--- config.mk ---
export PLATFORM = sky130hd
export DESIGN_NAME = immd_gen_pipe_flat
export DESIGN_NICKNAME = d
export VERILOG_FILES = /design/src/rtl/immd_gen_pipe_pkg.sv /design/src/rtl/immd_gen_pipe_if.sv /design/src/rtl/immd_gen_pipe_immd_decode.sv /design/src/rtl/immd_gen_pipe.sv /design/src/flat_wrapper.sv
export SDC_FILE = /design/constraint.sdc
export NUM_CORES = 1
export LEC_CHECK = 0
export CAP_MARGIN = 10
export CORE_MARGIN = 2
export CORE_UTILIZATION = 46
export DETAILED_ROUTE_END_ITERATION = 6
export GPL_ROUTABILITY_DRIVEN = 0
export PLACE_DENSITY_LB_ADDON = 0.08
export SKIP_LAST_GASP = 1
export SYNTH_ARGS = -nofsm -noshare
export SYNTH_HDL_FRONTEND = slang
export SYNTH_SLANG_ARGS = --single-unit
--- constraint.sdc ---
create_clock -name clk -period 4 [get_ports clk]
set_input_delay 0.6 -clock clk [delete_from_list [all_inputs] [get_ports clk]]
set_output_delay 0.6 -clock clk [all_outputs]
set_load 0.005 [all_outputs]
--- src/rtl/immd_gen_pipe_pkg.sv ---
// Shared definitions for the immediate generator: instruction type codes,
// base and RV64 opcode constants, and a small funct3 helper.
package immd_gen_pipe_pkg;

  typedef enum logic [2:0] {
    R_TYPE = 3'd0,
    I_TYPE = 3'd1,
    S_TYPE = 3'd2,
    B_TYPE = 3'd3,
    U_TYPE = 3'd4,
    J_TYPE = 3'd5
  } imm_type_e;

  localparam logic [6:0] OPC_OP        = 7'b0110011;
  localparam logic [6:0] OPC_OP_IMM    = 7'b0010011;
  localparam logic [6:0] OPC_LOAD      = 7'b0000011;
  localparam logic [6:0] OPC_JALR      = 7'b1100111;
  localparam logic [6:0] OPC_SYSTEM    = 7'b1110011;
  localparam logic [6:0] OPC_STORE     = 7'b0100011;
  localparam logic [6:0] OPC_BRANCH    = 7'b1100011;
  localparam logic [6:0] OPC_LUI       = 7'b0110111;
  localparam logic [6:0] OPC_AUIPC     = 7'b0010111;
  localparam logic [6:0] OPC_JAL       = 7'b1101111;
  localparam logic [6:0] OPC_OP_IMM_32 = 7'b0011011;
  localparam logic [6:0] OPC_OP_32     = 7'b0111011;

  // SLLI / SRLI / SRAI share funct3 001 and 101 within the OP-IMM groups.
  function automatic logic is_shift_f3(input logic [2:0] funct3);
    return (funct3 == 3'b001) || (funct3 == 3'b101);
  endfunction

endpackage

--- src/rtl/immd_gen_pipe_if.sv ---
// Input/output stream bundle of the immediate generator, plus the flush
// strobe. master = producer/consumer side, slave = the generator itself.
interface immd_gen_pipe_if #(
  parameter int XLEN  = 32,
  parameter int TAG_W = 32
) ();

  logic             flush;
  logic             in_valid;
  logic             in_ready;
  logic [31:0]      in_instr;
  logic [TAG_W-1:0] in_tag;
  logic             out_valid;
  logic             out_ready;
  logic [XLEN-1:0]  out_immd;
  logic [2:0]       out_type;
  logic             out_illegal;
  logic [TAG_W-1:0] out_tag;

  modport master (
    output flush, in_valid, in_instr, in_tag, out_ready,
    input  in_ready, out_valid, out_immd, out_type, out_illegal, out_tag
  );

  modport slave (
    input  flush, in_valid, in_instr, in_tag, out_ready,
    output in_ready, out_valid, out_immd, out_type, out_illegal, out_tag
  );

endinterface

--- src/rtl/immd_gen_pipe_immd_decode.sv ---
// Combinational opcode classifier and immediate extractor. XLEN is 32 or 64;
// RV64_OPS may only be set together with XLEN = 64.
module immd_decode
  import immd_gen_pipe_pkg::*;
#(
  parameter int XLEN     = 32,
  parameter int RV64_OPS = 0
) (
  input  logic [31:0]     instr,
  output imm_type_e       typ,
  output logic            illegal,
  output logic [XLEN-1:0] immd
);

  logic [6:0] opc;
  logic       shift_grp;

  assign opc = instr[6:0];

  // Only the OP-IMM groups carry a shamt in place of a signed immediate.
  assign shift_grp = ((opc == OPC_OP_IMM) || ((RV64_OPS != 0) && (opc == OPC_OP_IMM_32)))
                     && is_shift_f3(instr[14:12]);

  // Classify the opcode and build the sign-extended immediate.
  always_comb begin
    // NOTE: every output gets a default first so no path leaves it unassigned, which would infer a latch.
    typ     = R_TYPE;
    illegal = 1'b0;
    immd    = '0;
    case (opc)
      OPC_OP: ;
      OPC_OP_IMM, OPC_LOAD, OPC_JALR, OPC_SYSTEM: begin
        typ  = I_TYPE;
        immd = XLEN'($signed(instr[31:20]));
      end
      OPC_OP_IMM_32: begin
        if (RV64_OPS != 0) begin
          typ  = I_TYPE;
          immd = XLEN'($signed(instr[31:20]));
        end else begin
          illegal = 1'b1;
        end
      end
      OPC_OP_32: illegal = (RV64_OPS == 0);
      OPC_STORE: begin
        typ  = S_TYPE;
        immd = XLEN'($signed({instr[31:25], instr[11:7]}));
      end
      OPC_BRANCH: begin
        typ  = B_TYPE;
        immd = XLEN'($signed({instr[31], instr[7], instr[30:25], instr[11:8], 1'b0}));
      end
      OPC_LUI, OPC_AUIPC: begin
        typ  = U_TYPE;
        immd = XLEN'($signed({instr[31:12], 12'b0}));
      end
      OPC_JAL: begin
        typ  = J_TYPE;
        immd = XLEN'($signed({instr[31], instr[19:12], instr[20], instr[30:21], 1'b0}));
      end
      default: illegal = 1'b1;
    endcase
    // The 64-bit OP-IMM shift takes a 6-bit shamt; the word forms take 5 bits.
    if (shift_grp) begin
      if ((XLEN == 64) && (opc == OPC_OP_IMM)) immd = XLEN'(instr[25:20]);
      else                                     immd = XLEN'(instr[24:20]);
    end
  end

endmodule

--- src/rtl/immd_gen_pipe.sv ---
// Decode-stage immediate generator: one registered output entry backed by a
// one-entry skid register, so a held output never costs input throughput.
module immd_gen_pipe
  import immd_gen_pipe_pkg::*;
#(
  parameter int XLEN     = 32,
  parameter int TAG_W    = 32,
  parameter int RV64_OPS = 0
) (
  input logic             clk,
  input logic             rst,
  immd_gen_pipe_if.slave  bus
);

  imm_type_e        dec_type;
  logic             dec_illegal;
  logic [XLEN-1:0]  dec_immd;

  logic             out_valid_q;
  logic [XLEN-1:0]  out_immd_q;
  imm_type_e        out_type_q;
  logic             out_illegal_q;
  logic [TAG_W-1:0] out_tag_q;

  logic             skid_valid_q;
  logic [XLEN-1:0]  skid_immd_q;
  imm_type_e        skid_type_q;
  logic             skid_illegal_q;
  logic [TAG_W-1:0] skid_tag_q;

  logic             in_ready_q;
  logic             accept;
  logic             drain;

  immd_decode #(.XLEN(XLEN), .RV64_OPS(RV64_OPS)) u_decode (
    .instr   (bus.in_instr),
    .typ     (dec_type),
    .illegal (dec_illegal),
    .immd    (dec_immd)
  );

  assign accept = bus.in_valid && in_ready_q;
  assign drain  = out_valid_q && bus.out_ready;

  // Output/skid entry movement; flush beats every other update.
  always_ff @(posedge clk or posedge rst) begin
    if (rst) begin
      // NOTE: state is updated with non-blocking assignments so every register samples pre-edge values.
      out_valid_q    <= 1'b0;
      out_immd_q     <= '0;
      out_type_q     <= R_TYPE;
      out_illegal_q  <= 1'b0;
      out_tag_q      <= '0;
      skid_valid_q   <= 1'b0;
      skid_immd_q    <= '0;
      skid_type_q    <= R_TYPE;
      skid_illegal_q <= 1'b0;
      skid_tag_q     <= '0;
      in_ready_q     <= 1'b1;
    end else if (bus.flush) begin
      out_valid_q  <= 1'b0;
      skid_valid_q <= 1'b0;
      in_ready_q   <= 1'b1;
    end else if (skid_valid_q) begin
      // in_ready is low here, so only the skid-to-output move can happen.
      if (drain) begin
        out_immd_q    <= skid_immd_q;
        out_type_q    <= skid_type_q;
        out_illegal_q <= skid_illegal_q;
        out_tag_q     <= skid_tag_q;
        skid_valid_q  <= 1'b0;
        in_ready_q    <= 1'b1;
      end
    end else if (accept) begin
      if (!out_valid_q || bus.out_ready) begin
        out_valid_q   <= 1'b1;
        out_immd_q    <= dec_immd;
        out_type_q    <= dec_type;
        out_illegal_q <= dec_illegal;
        out_tag_q     <= bus.in_tag;
      end else begin
        skid_valid_q   <= 1'b1;
        skid_immd_q    <= dec_immd;
        skid_type_q    <= dec_type;
        skid_illegal_q <= dec_illegal;
        skid_tag_q     <= bus.in_tag;
        in_ready_q     <= 1'b0;
      end
    end else if (drain) begin
      out_valid_q <= 1'b0;
    end
  end

  assign bus.in_ready    = in_ready_q;
  assign bus.out_valid   = out_valid_q;
  assign bus.out_immd    = out_immd_q;
  assign bus.out_type    = out_type_q;
  assign bus.out_illegal = out_illegal_q;
  assign bus.out_tag     = out_tag_q;

endmodule

--- src/flat_wrapper.sv ---
// flat-port wrapper written by rule: the top's interface ports become plain ports
module immd_gen_pipe_flat import immd_gen_pipe_pkg::*;
#(
  parameter int XLEN     = 32,
  parameter int TAG_W    = 32,
  parameter int RV64_OPS = 0
)
  (clk, rst, bus_flush, bus_in_valid, bus_in_instr, bus_in_tag, bus_out_ready, bus_in_ready, bus_out_valid, bus_out_immd, bus_out_type, bus_out_illegal, bus_out_tag);
  immd_gen_pipe_if #(.XLEN(XLEN), .TAG_W(TAG_W)) bus_i ();
  input logic clk;
  input logic rst;
  input wire logic [$bits(bus_i.flush)-1:0] bus_flush;
  input wire logic [$bits(bus_i.in_valid)-1:0] bus_in_valid;
  input wire logic [$bits(bus_i.in_instr)-1:0] bus_in_instr;
  input wire logic [$bits(bus_i.in_tag)-1:0] bus_in_tag;
  input wire logic [$bits(bus_i.out_ready)-1:0] bus_out_ready;
  output wire logic [$bits(bus_i.in_ready)-1:0] bus_in_ready;
  output wire logic [$bits(bus_i.out_valid)-1:0] bus_out_valid;
  output wire logic [$bits(bus_i.out_immd)-1:0] bus_out_immd;
  output wire logic [$bits(bus_i.out_type)-1:0] bus_out_type;
  output wire logic [$bits(bus_i.out_illegal)-1:0] bus_out_illegal;
  output wire logic [$bits(bus_i.out_tag)-1:0] bus_out_tag;
  assign bus_i.flush = bus_flush;
  assign bus_i.in_valid = bus_in_valid;
  assign bus_i.in_instr = bus_in_instr;
  assign bus_i.in_tag = bus_in_tag;
  assign bus_i.out_ready = bus_out_ready;
  assign bus_in_ready = bus_i.in_ready;
  assign bus_out_valid = bus_i.out_valid;
  assign bus_out_immd = bus_i.out_immd;
  assign bus_out_type = bus_i.out_type;
  assign bus_out_illegal = bus_i.out_illegal;
  assign bus_out_tag = bus_i.out_tag;
  immd_gen_pipe #(.XLEN(XLEN), .TAG_W(TAG_W), .RV64_OPS(RV64_OPS)) u_core (.clk(clk), .rst(rst), .bus(bus_i));
endmodule
After elaboration in Yosys (flattened, before gate mapping). Cells that the tools add are included.

Flip-flop bits (word level): 139. Output and inout bits: 70. Logic and storage cells: 83.

Eq/ne operators: 17. Muxes and demuxes: 35. Bitwise gates (word level): 3. Reduce and logical (&&, ||, !) cells: 17.

Operator list (count): 2-to-1 mux 32 bit (9); case mux 32 bit (5 select lines) (1); == test 7 bit (second input constant) (4); == test 7 x 6 -> 1 bit (second input constant) (3); 2-to-1 mux 1 bit (20); case mux 3 bit (5 select lines) (1); == test 7 x 5 -> 1 bit (second input constant) (2); 2-to-1 mux 3 bit (4); OR reduction 10 bit (1); AND reduction 4 bit (2); == test 7 x 2 -> 1 bit (second input constant) (1); != test 3 bit (second input constant) (2); AND reduction 3 bit (2); nonzero test 3 bit (2); != test 2 bit (second input constant) (2); nonzero test 2 bit (2); OR reduction 4 bit (1); == test 3 x 1 -> 1 bit (second input constant) (1); == test 3 bit (second input constant) (1); logical AND 1 bit (3); != test 3 x 2 -> 1 bit (second input constant) (1); NOT 1 bit (3); logical OR 1 bit (2); OR reduction 2 bit (1); zero test 1 bit (1).

Logic depth before layout (Yosys ltp). Gate-level depths: netlist (run 1).

Depth after elaboration: 7. Depth in mapped cells: 8.

Hierarchy. A second synthesis (run 1) with hierarchy kept.

Cell total of the unflattened synthesis: 479. Area total of the unflattened synthesis: 6745.2 um^2.

Modules (own cells, without submodules): immd_gen_pipe (instances 1, cells each 381, area an instance 6094.6 um^2); immd_decode (instances 1, cells each 98, area an instance 650.6 um^2).

Least setup slack after synthesis (run 1). Ideal clock, no wire load.

Path kind: input -> register. Start: input bus_in_instr[6]. End: register u_core.out_immd_q[10] (netlist: u_core.bus.out_immd[10]). Arrival: 1.775 ns. Slack: 2.099 ns. Stages: 5. Buffers on the path: 1. Cell sequence: clkbuf_1 or3_1 nor2_1 nor4_4 a221o_1.

Cells in the longest elaborated chain, start to end: 7. Elaborated cells on any way between the ends: 17. Those cells by class: eq/ne: 9; mux: 5; reduce/logical: 3.

Ends and longest elaborated chain: start: declaration (RTL line flat_wrapper.sv:14) `input wire logic [$bits(bus_i.in_instr)-1:0] bus_in_instr;`; == test 7 x 5 -> 1 bit (tied with other cells) (RTL line immd_gen_pipe_immd_decode.sv:21, immd_gen_pipe_immd_decode.sv:30); OR reduction 4 bit or OR reduction 2 bit (tied branches); case mux 32 bit (5 select lines) (RTL line immd_gen_pipe_immd_decode.sv:30) `case (opc)`; 2-to-1 mux 32 bit (*) (RTL line immd_gen_pipe_immd_decode.sv:64) `if (shift_grp) begin`; 2-to-1 mux 32 bit (*) (RTL line immd_gen_pipe.sv:75) `if (!out_valid_q || bus.out_ready) begin`; 2-to-1 mux 32 bit (*) (RTL line immd_gen_pipe.sv:74) `end else if (accept) begin`; 2-to-1 mux 32 bit (*) (RTL line immd_gen_pipe.sv:64) `end else if (skid_valid_q) begin`; end signal: assignment (RTL line immd_gen_pipe.sv:67) `out_immd_q <= skid_immd_q;`; end signal: assignment (RTL line immd_gen_pipe.sv:77) `out_immd_q <= dec_immd;`; end: declaration (RTL line immd_gen_pipe.sv:20) `logic [XLEN-1:0] out_immd_q;`.

Every way passes the cells marked *; elsewhere a longest branch is shown, timed or not. The select of a mux whose other input is x is not followed. A chain may end at the register's enable or synchronous reset.

Worst setup path after layout (run 1).
Start: input bus_in_instr[2]. End: register u_core.out_immd_q[29] (netlist: u_core.bus.out_immd[29]).

Same word-level chain as after synthesis.

==> results.md, run 1 <==
- Status: finished clean
- Iteration-0 DRC Markers: 446
- Pre-CTS WS: 0.5619 ns
- Vias in the first global route: 5206
- Worst setup SP type: primary input
- Critical-path top delay cell: o31ai_2
- Post-Syn Instances: 655
- Synth Register Bits: between 100 and 150
- Setup repair bufs after CTS: 0
- Worst hold path type: register to register
- Max_slew headroom: 0.2945
- Post-synth net total: 724
- Crit Path Class: primary input to register
- DP Wirelength: ~10 mm
- Gr usage total: 0.2300
- Total gr overflow: 0
- Wirelength, routed: 15.82 mm
- Slew @ Worst Pin: 1.058 ns
- Longest Clk Path Bufs: 2
- Clock Skew: 0.006244 ns
- Slowest stage delay, CP: between 0.7 and 0.8 ns
- Setup violations, final: 0
- Post-synth EDFFs: 0
- Worst endpoint data arrival time: 3.34 ns
- Crit path cell chain: clkdlybuf4s50_1 > nand4bb_4 > nor2_1 > buf_4 > o31ai_2 > nor2_1 > o22a_1
- Die Ht: 120.9 um
- Row count: 42
- Sw frac: 0.2671
- WL/cell: 16.60 um
- Setup TNS: 0 ns
- Unrepaired setup endpoints after global routing: no
- First-pass GRT wire length: 26.42 mm
- Crit Path Max Fanout: 15
- Syn_area_per_cell: 9.597 sq um
- Distinct cells, synth: 52
- Max-Cap Viols: 0
- Ys Warns: 0
- Post-synthesis sequential area ratio: 0.5535
- Gate power share: 0.221
- Final Hold Fails: 0
- Clock power frac: 0.321
- Resized cells post-CTS: 0
- Final Cell Area: 8270 sq um
- P&R area growth vs syn: 31.57%
- Worst Path Required: 4.29 ns
- Post-DP Area: just under 8000 sq um
- Pre-antenna DRT Iters: 7
- Routed vias: 5215
- Sw Pwr: ~1100 uW
- Clock sink total: between 100 and 150
- CP bufs+invs: 2
- Most used cell along the critical path: nor2_1
- Ys flop type: dfrtp_1
- Fmax: 0.3274 GHz
- Slew Limit Fails: 0
- Lkg Pwr: 0.003607 uW
- Die ar.: 14620 sq um
- Worst vdd ir: 0.0003157 V
- Total core area: ~13000 sq um
- Hold-fix buffers, CTS: 0
- Initial antenna violation count: 0
- Post-layout nets: 839
- Top delay family on crit path: compound AO/OA/AOI/OAI gates
- Final Cycle Share: 0.7636
- I/O Buffers: 138
- Io pins: 139
- Power per cell area: slightly above 500 nW/um^2
- Minimum clock period: just over 3 ns
- Post-Syn Area: between 6000 and 7000 sq um
- Antenna cells: 0
- CTS buffer count: 17
- H-tree levels: 4
- CTS root buf: clkbuf_16
- Worst-Skew Late Latency: 0.40 ns
- Ys async rst share: 1.000
- Crit path capture type: register
- DRC: 0
- CTS tree: done
- Seq pwr share: 0.459
- Share of layout cells above drive strength 1: 0.06306
- ANT nets after route: 0
- Worst setup margin: around 0.95 ns
- Pint: 3140 uW
- Initial Util: 0.4728
- Vias per cell: approximately 5.5
- Clock Pin Slew Worst Setup and Hold Paths: roughly 0.05 ns
- Largest net degree at the start of global routing: 109
- Die span in x: 120.9 um
## synth_stat cells (all sizes together), types with 4 or more instances
master,n,area share
a21o,4,0.0048
a21oi,44,0.036
a221o,6,0.0096
a221oi,5,0.0070
a22o,6,0.0084
a22oi,4,0.0048
a31oi,14,0.014
and3,9,0.0090
buf,28,0.024
clkbuf,22,0.013
dfrtp,138,0.55
inv,9,0.0054
mux2i,34,0.054
nand2,168,0.10
nor2,29,0.017
nor3,6,0.0064
nor4,5,0.0074
o21ai,66,0.053
o22a,11,0.015
o22ai,9,0.0090
o31ai,4,0.0056
## path summary, 6_finish.rpt
kind / start / to / slack, ns / cells after the start
min in group asynchronous: rst / u_core.skid_tag_q[23]$_DFFE_PP0P_ / 0.62 / 2
hold / removal: u_core.skid_tag_q[15]$_DFFE_PP0P_ / u_core.skid_tag_q[15]$_DFFE_PP0P_ / 0.47 / 2
setup reg to reg: u_core.skid_valid_q$_DFF_PP0_ / u_core.bus.out_immd[5]$_DFFE_PP0P_ / 1.37 / 4
max in group asynchronous: rst / u_core.skid_immd_q[11]$_DFFE_PP0P_ / 2.42 / 3
setup / recovery: bus_in_instr[2] / u_core.bus.out_immd[29]$_DFFE_PP0P_ / 0.95 / 7
hold reg to reg: u_core.skid_tag_q[15]$_DFFE_PP0P_ / u_core.skid_tag_q[15]$_DFFE_PP0P_ / 0.47 / 2
## flip-flops by register name, indices dropped and copies added (netlist names), 3 cells and up
name	cells
u_core.bus.out_immd	32
u_core.bus.out_tag	32
u_core.bus.out_type	3
u_core.skid_immd_q	32
u_core.skid_tag_q	32
u_core.skid_type_q	3
## logic make-up (layout without fill, tap and decap cells)
| kind of cell | after synthesis | in the layout | share of synthesized area |
|---|---|---|---|
| muxes | 35 | 35 | 0.05593 |
| buffers and inverters | 59 | 181 | 0.04220 |
| DFF | 139 | 139 | 0.5535 |
| AOI/OAI and AO/OA | 182 | 182 | 0.1781 |
| and+or+nand+nor | 240 | 240 | 0.1702 |
## power groups by stage
stage                     Clock, uW  Combinational, uW  Sequential [uW]
after floorplan                   0                438             1940
after detailed placement          0                955             1980
after global routing           1470               1070             2010
final                          1370                946             1960
after CTS                      1410                961             1960
after global placement            0                930             1970
## worst reg2reg max path, delay by kind of cell (launching register included)
kind | cells | cell delay, ns
AO/OA/AOI/OAI | 2 | 0.94
flip-flops | 1 | 0.80
AND/OR/NAND/NOR | 2 | 0.84
## per-layer routing
metal,global-route usage,vias up,wire (um),share of wire
li1,-,2504,-,-
met1,0.3120,2529,7211,0.46
met2,0.3546,163,7323,0.46
met5,0,-,0,0
met4,0.08212,0,257,0.016
met3,0.06438,19,1026,0.065
## through the flow
step | power, uW | hold slack [ns] | util | std cells
floorplan | 2382 | 0.4418 | - | 655
global placement | 2897 | 0.4569 | 0.5840 | 927
detailed placement | 2938 | 0.4626 | 0.5840 | 927
CTS | 4337 | 0.4764 | 0.6221 | 953
global route | 4544 | 0.4963 | 0.6221 | 953
finish | 4285 | 0.4721 | 0.6221 | 953
## cell usage in the layout (no fill, tap or decap), types with 3 or more instances in the layout
cell,n
o21ai_0,56
o21ai_1,10
and3_1,9
nor3_1,4
clkbuf_8,4
a21o_1,4
nand3b_1,3
o31ai_1,3
clkbuf_16,17
a21oi_1,43
mux2i_1,34
o22ai_1,9
nor4_1,3
a22oi_1,4
a32oi_1,3
dfrtp_1,137
a221o_1,6
a31oi_1,14
clkdlybuf4s50_1,138
a22o_1,6
inv_1,8
nand2_1,168
buf_4,7
nor2_1,29
o22a_1,11
nor2b_1,3
a221oi_1,5
## cell type report
cell class / instances / area (sq um)
multi-input cells: 457 / 2570
flip-flops and latches: 139 / 3483
repair buffers: 146 / 1454
well taps: 176 / 220.2
clock inverters: 3 / 17.52
clock buffers: 23 / 488.0
inverters: 9 / 37.54
fillers: 1120 / 5025
No activity file was read; power rests on OpenSTA's default activity.
==> run 2: changes to the inputs <==
==> constraint.sdc (replaced) <==
create_clock -name clk -period 2.5 [get_ports clk]
set_input_delay 0.375 -clock clk [delete_from_list [all_inputs] [get_ports clk]]
set_output_delay 0.375 -clock clk [all_outputs]
set_load 0.005 [all_outputs]
==> run 2 against run 1 <==
Worst setup slack lost 0.62 ns. Via count is 2.7% higher. Total power grew 71%. Global-route usage rose by 0.11 points. Flip-flop and latch count unchanged. Critical endpoint is now u_core.bus.out_immd[30]$_DFFE_PP0P_. Critical path type unchanged. Clock-buffer cell count down 3. Sequential share of layout area is 1.6 points lower.
==> results.md, run 2 (same netlist as run 1, synthesis figures left out) <==
- Setup repair bufs after CTS: 0 (unchanged)
- Die Ht: 120.9 um (unchanged)
- Row count: 42 (unchanged)
- Die span in x: 120.9 um (unchanged)
- Clock power frac: 0.358 (was 0.321)
- Vias per cell: 5.465 (was 5.472)
- Lkg Pwr: 0.003778 uW (was 0.003607 uW)
- Worst hold path type: primary input to async pin (was register to register)
- Seq pwr share: 0.426 (was 0.459)
- Crit path capture type: register (unchanged)
- DRC: 0 (unchanged)
- Fill cells: 1100 (was 1120)
- P&R area growth vs syn: 36.68% (was 31.57%)
- CTS buffer count: 17 (unchanged)
- Die ar.: 14620 sq um (unchanged)
- Wirelength, routed: 15.96 mm (was 15.82 mm)
- ANT nets after route: 0 (unchanged)
- Share of layout cells above drive strength 1: 0.09453 (was 0.06306)
- Fmax: approximately 0.46 GHz
- WL/cell: 16.29 um (was 16.60 um)
- Gr usage total: 0.2311 (was 0.2300)
- Io pins: 139 (unchanged)
- Hold-fix buffers, CTS: 0 (unchanged)
- Gate power share: 0.216 (was 0.221)
- Crit Path Class: primary input to register (unchanged)
- Power per cell area: 851.4 nW/um^2 (was 518.1 nW/um^2)
- Clock Pin Slew Worst Setup and Hold Paths: 0.06 ns (was 0.05 ns)
- Minimum clock period: 2.172 ns
- Clock Skew: 0.007691 ns (was 0.006244 ns)
- CTS tree: done (unchanged)
- Vias in the first global route: 5430 (was 5206)
- Total core area: 13300 sq um (unchanged)
- Pint: 5411 uW (was 3140 uW)
- CTS root buf: clkbuf_16 (unchanged)
- Most frequent cells in the layout: nand2_1, clkdlybuf4s50_1, dfrtp_1 (unchanged)
- Most common cell after layout, fill and taps aside: nand2_1 (unchanged)
- Total gr overflow: 0 (unchanged)
- Routed vias: 5356 (was 5215)
- Slew @ Worst Pin: 0.7797 ns (was 1.058 ns)
- Initial antenna violation count: 0 (unchanged)
- DP Wirelength: 10.75 mm (was 10.07 mm)
- Max_slew headroom: 0.4783 (was 0.2945)
- Pre-antenna DRT Iters: 5 (was 7)
- Largest net degree at the start of global routing: 66 (was 109)
- Unrepaired setup endpoints after global routing: no (unchanged)
- Tot Pwr: 7316 uW (was 4285 uW)
- Worst-Skew Late Latency: 0.41 ns (was 0.40 ns)
- Longest Clk Path Bufs: 2 (unchanged)
- Slowest stage delay, CP: 0.61 ns (was 0.79 ns)
- Final Cycle Share: 0.8687
- Resized cells post-CTS: 0 (unchanged)
- Initial Util: 0.4728 (unchanged)
- Sw frac: 0.2604 (was 0.2671)
- Crit path cell chain: clkdlybuf4s50_1 > buf_4 > or2_2 > a21oi_1 > o31ai_2 > nor2_1 > o22a_1 (was clkdlybuf4s50_1 > nand4bb_4 > nor2_1 > buf_4 > o31ai_2 > nor2_1 > o22a_1)
- Slew Limit Fails: 0 (unchanged)
- Clock sink total: 139 (unchanged)
- Max-Cap Viols: 0 (unchanged)
- Crit Path Max Fanout: 14 (was 15)
- Final core occ: 0.6462 (was 0.6221)
- Setup violations, final: 0 (unchanged)
- Post-layout nets: 860 (was 839)
- Worst vdd ir: 0.0004502 V (was 0.0003157 V)
- Sw Pwr: 1905 uW (was 1144 uW)
- First-pass GRT wire length: 26.88 mm (was 26.42 mm)
- Worst endpoint data arrival time: 2.52 ns (was 3.34 ns)
- Iteration-0 DRC Markers: 406 (was 446)
- Final Hold Fails: 0 (unchanged)
- Antenna cells: 0 (unchanged)
- Critical-path top delay cell: nor2_1 (was o31ai_2)
- Worst setup SP type: primary input (unchanged)
- I/O Buffers: 138 (unchanged)
- Worst Path Required: 2.85 ns (was 4.29 ns)
- H-tree levels: 4 (unchanged)
- Status: finished clean (unchanged)
[run 2: cell types whose count changed in the layout (fill, tap and decap cells not counted), sizes merged]
cell,previous run,this run
bufinv,0,4
clkinv,2,6
buf,8,29
clkinvlp,2,3
clkbuf,23,20
[run 2: power groups by stage]
stage / registers (uW) / logic [uW] / clock network [uW]
after floorplan: 3110 / 700 / 0
after global placement: 3120 / 1540 / 0
after detailed placement: 3160 / 1590 / 0
after CTS: 3120 / 1600 / 2660
after global routing: 3180 / 1760 / 2780
final: 3120 / 1580 / 2620
[run 2: through the flow]
stage / setup WS, ns / hold WS [ns] / area [sq um] / std cells / TNS (ns)
2_1_floorplan: 0.3907 / 0.4381 / 6290 / 655 / 0
3_3_place_gp: 0.03671 / 0.4566 / 7973 / 948 / 0
3_5_place_dp: -0.1031 / 0.4630 / 7973 / 948 / -0.9926
6_report: 0.3282 / 0.4234 / 8592 / 980 / 0
5_1_grt: 0.2434 / 0.4559 / 8592 / 980 / 0
4_1_cts: 0.3384 / 0.4269 / 8592 / 980 / 0
[run 2: final timing paths]
| kind | start | end | slack [ns] | cells after the start |
|---|---|---|---|---|
| min in group clk | u_core.skid_tag_q[22]$_DFFE_PP0P_ | u_core.skid_tag_q[22]$_DFFE_PP0P_ | 0.47 | 2 |
| worst max register to register | u_core.bus.in_ready$_DFFE_PP1P_ | u_core.bus.out_immd[10]$_DFFE_PP0P_ | 0.44 | 4 |
| worst min-delay path | rst | u_core.skid_immd_q[5]$_DFFE_PP0P_ | 0.42 | 2 |
| worst min register to register | u_core.skid_tag_q[22]$_DFFE_PP0P_ | u_core.skid_tag_q[22]$_DFFE_PP0P_ | 0.47 | 2 |
| worst max-delay path | bus_in_instr[2] | u_core.bus.out_immd[30]$_DFFE_PP0P_ | 0.33 | 7 |
| max in group asynchronous | rst | u_core.skid_tag_q[4]$_DFFE_PP0P_ | 1.45 | 3 |
[run 2: cell type report]
type                            instances  area, sq um  share of cell area
Clock buffer                           20        446.7             0.05199
Timing Repair Buffer                  167         1662              0.1934
Clock inverter                         12        172.7             0.02010
Tap cell                              176        220.2             0.02563
Inverter                                9        37.54            0.004369
Sequential cell                       139         3483              0.4054
Multi-Input combinational cell        457         2570              0.2991
[run 2: worst max-delay path, delay by kind of cell]
kind	cells	cell delay, ns
compound gates	3	0.60
buf+inv	2	0.62
simple gates	2	0.92
[run 2: metal layers]
metal,GRT usage,share of wire,wire [um]
met1,0.3122,0.45,7188
met2,0.3574,0.48,7585
met3,0.06297,0.058,929
met4,0.08503,0.016,259
met5,0,0,0
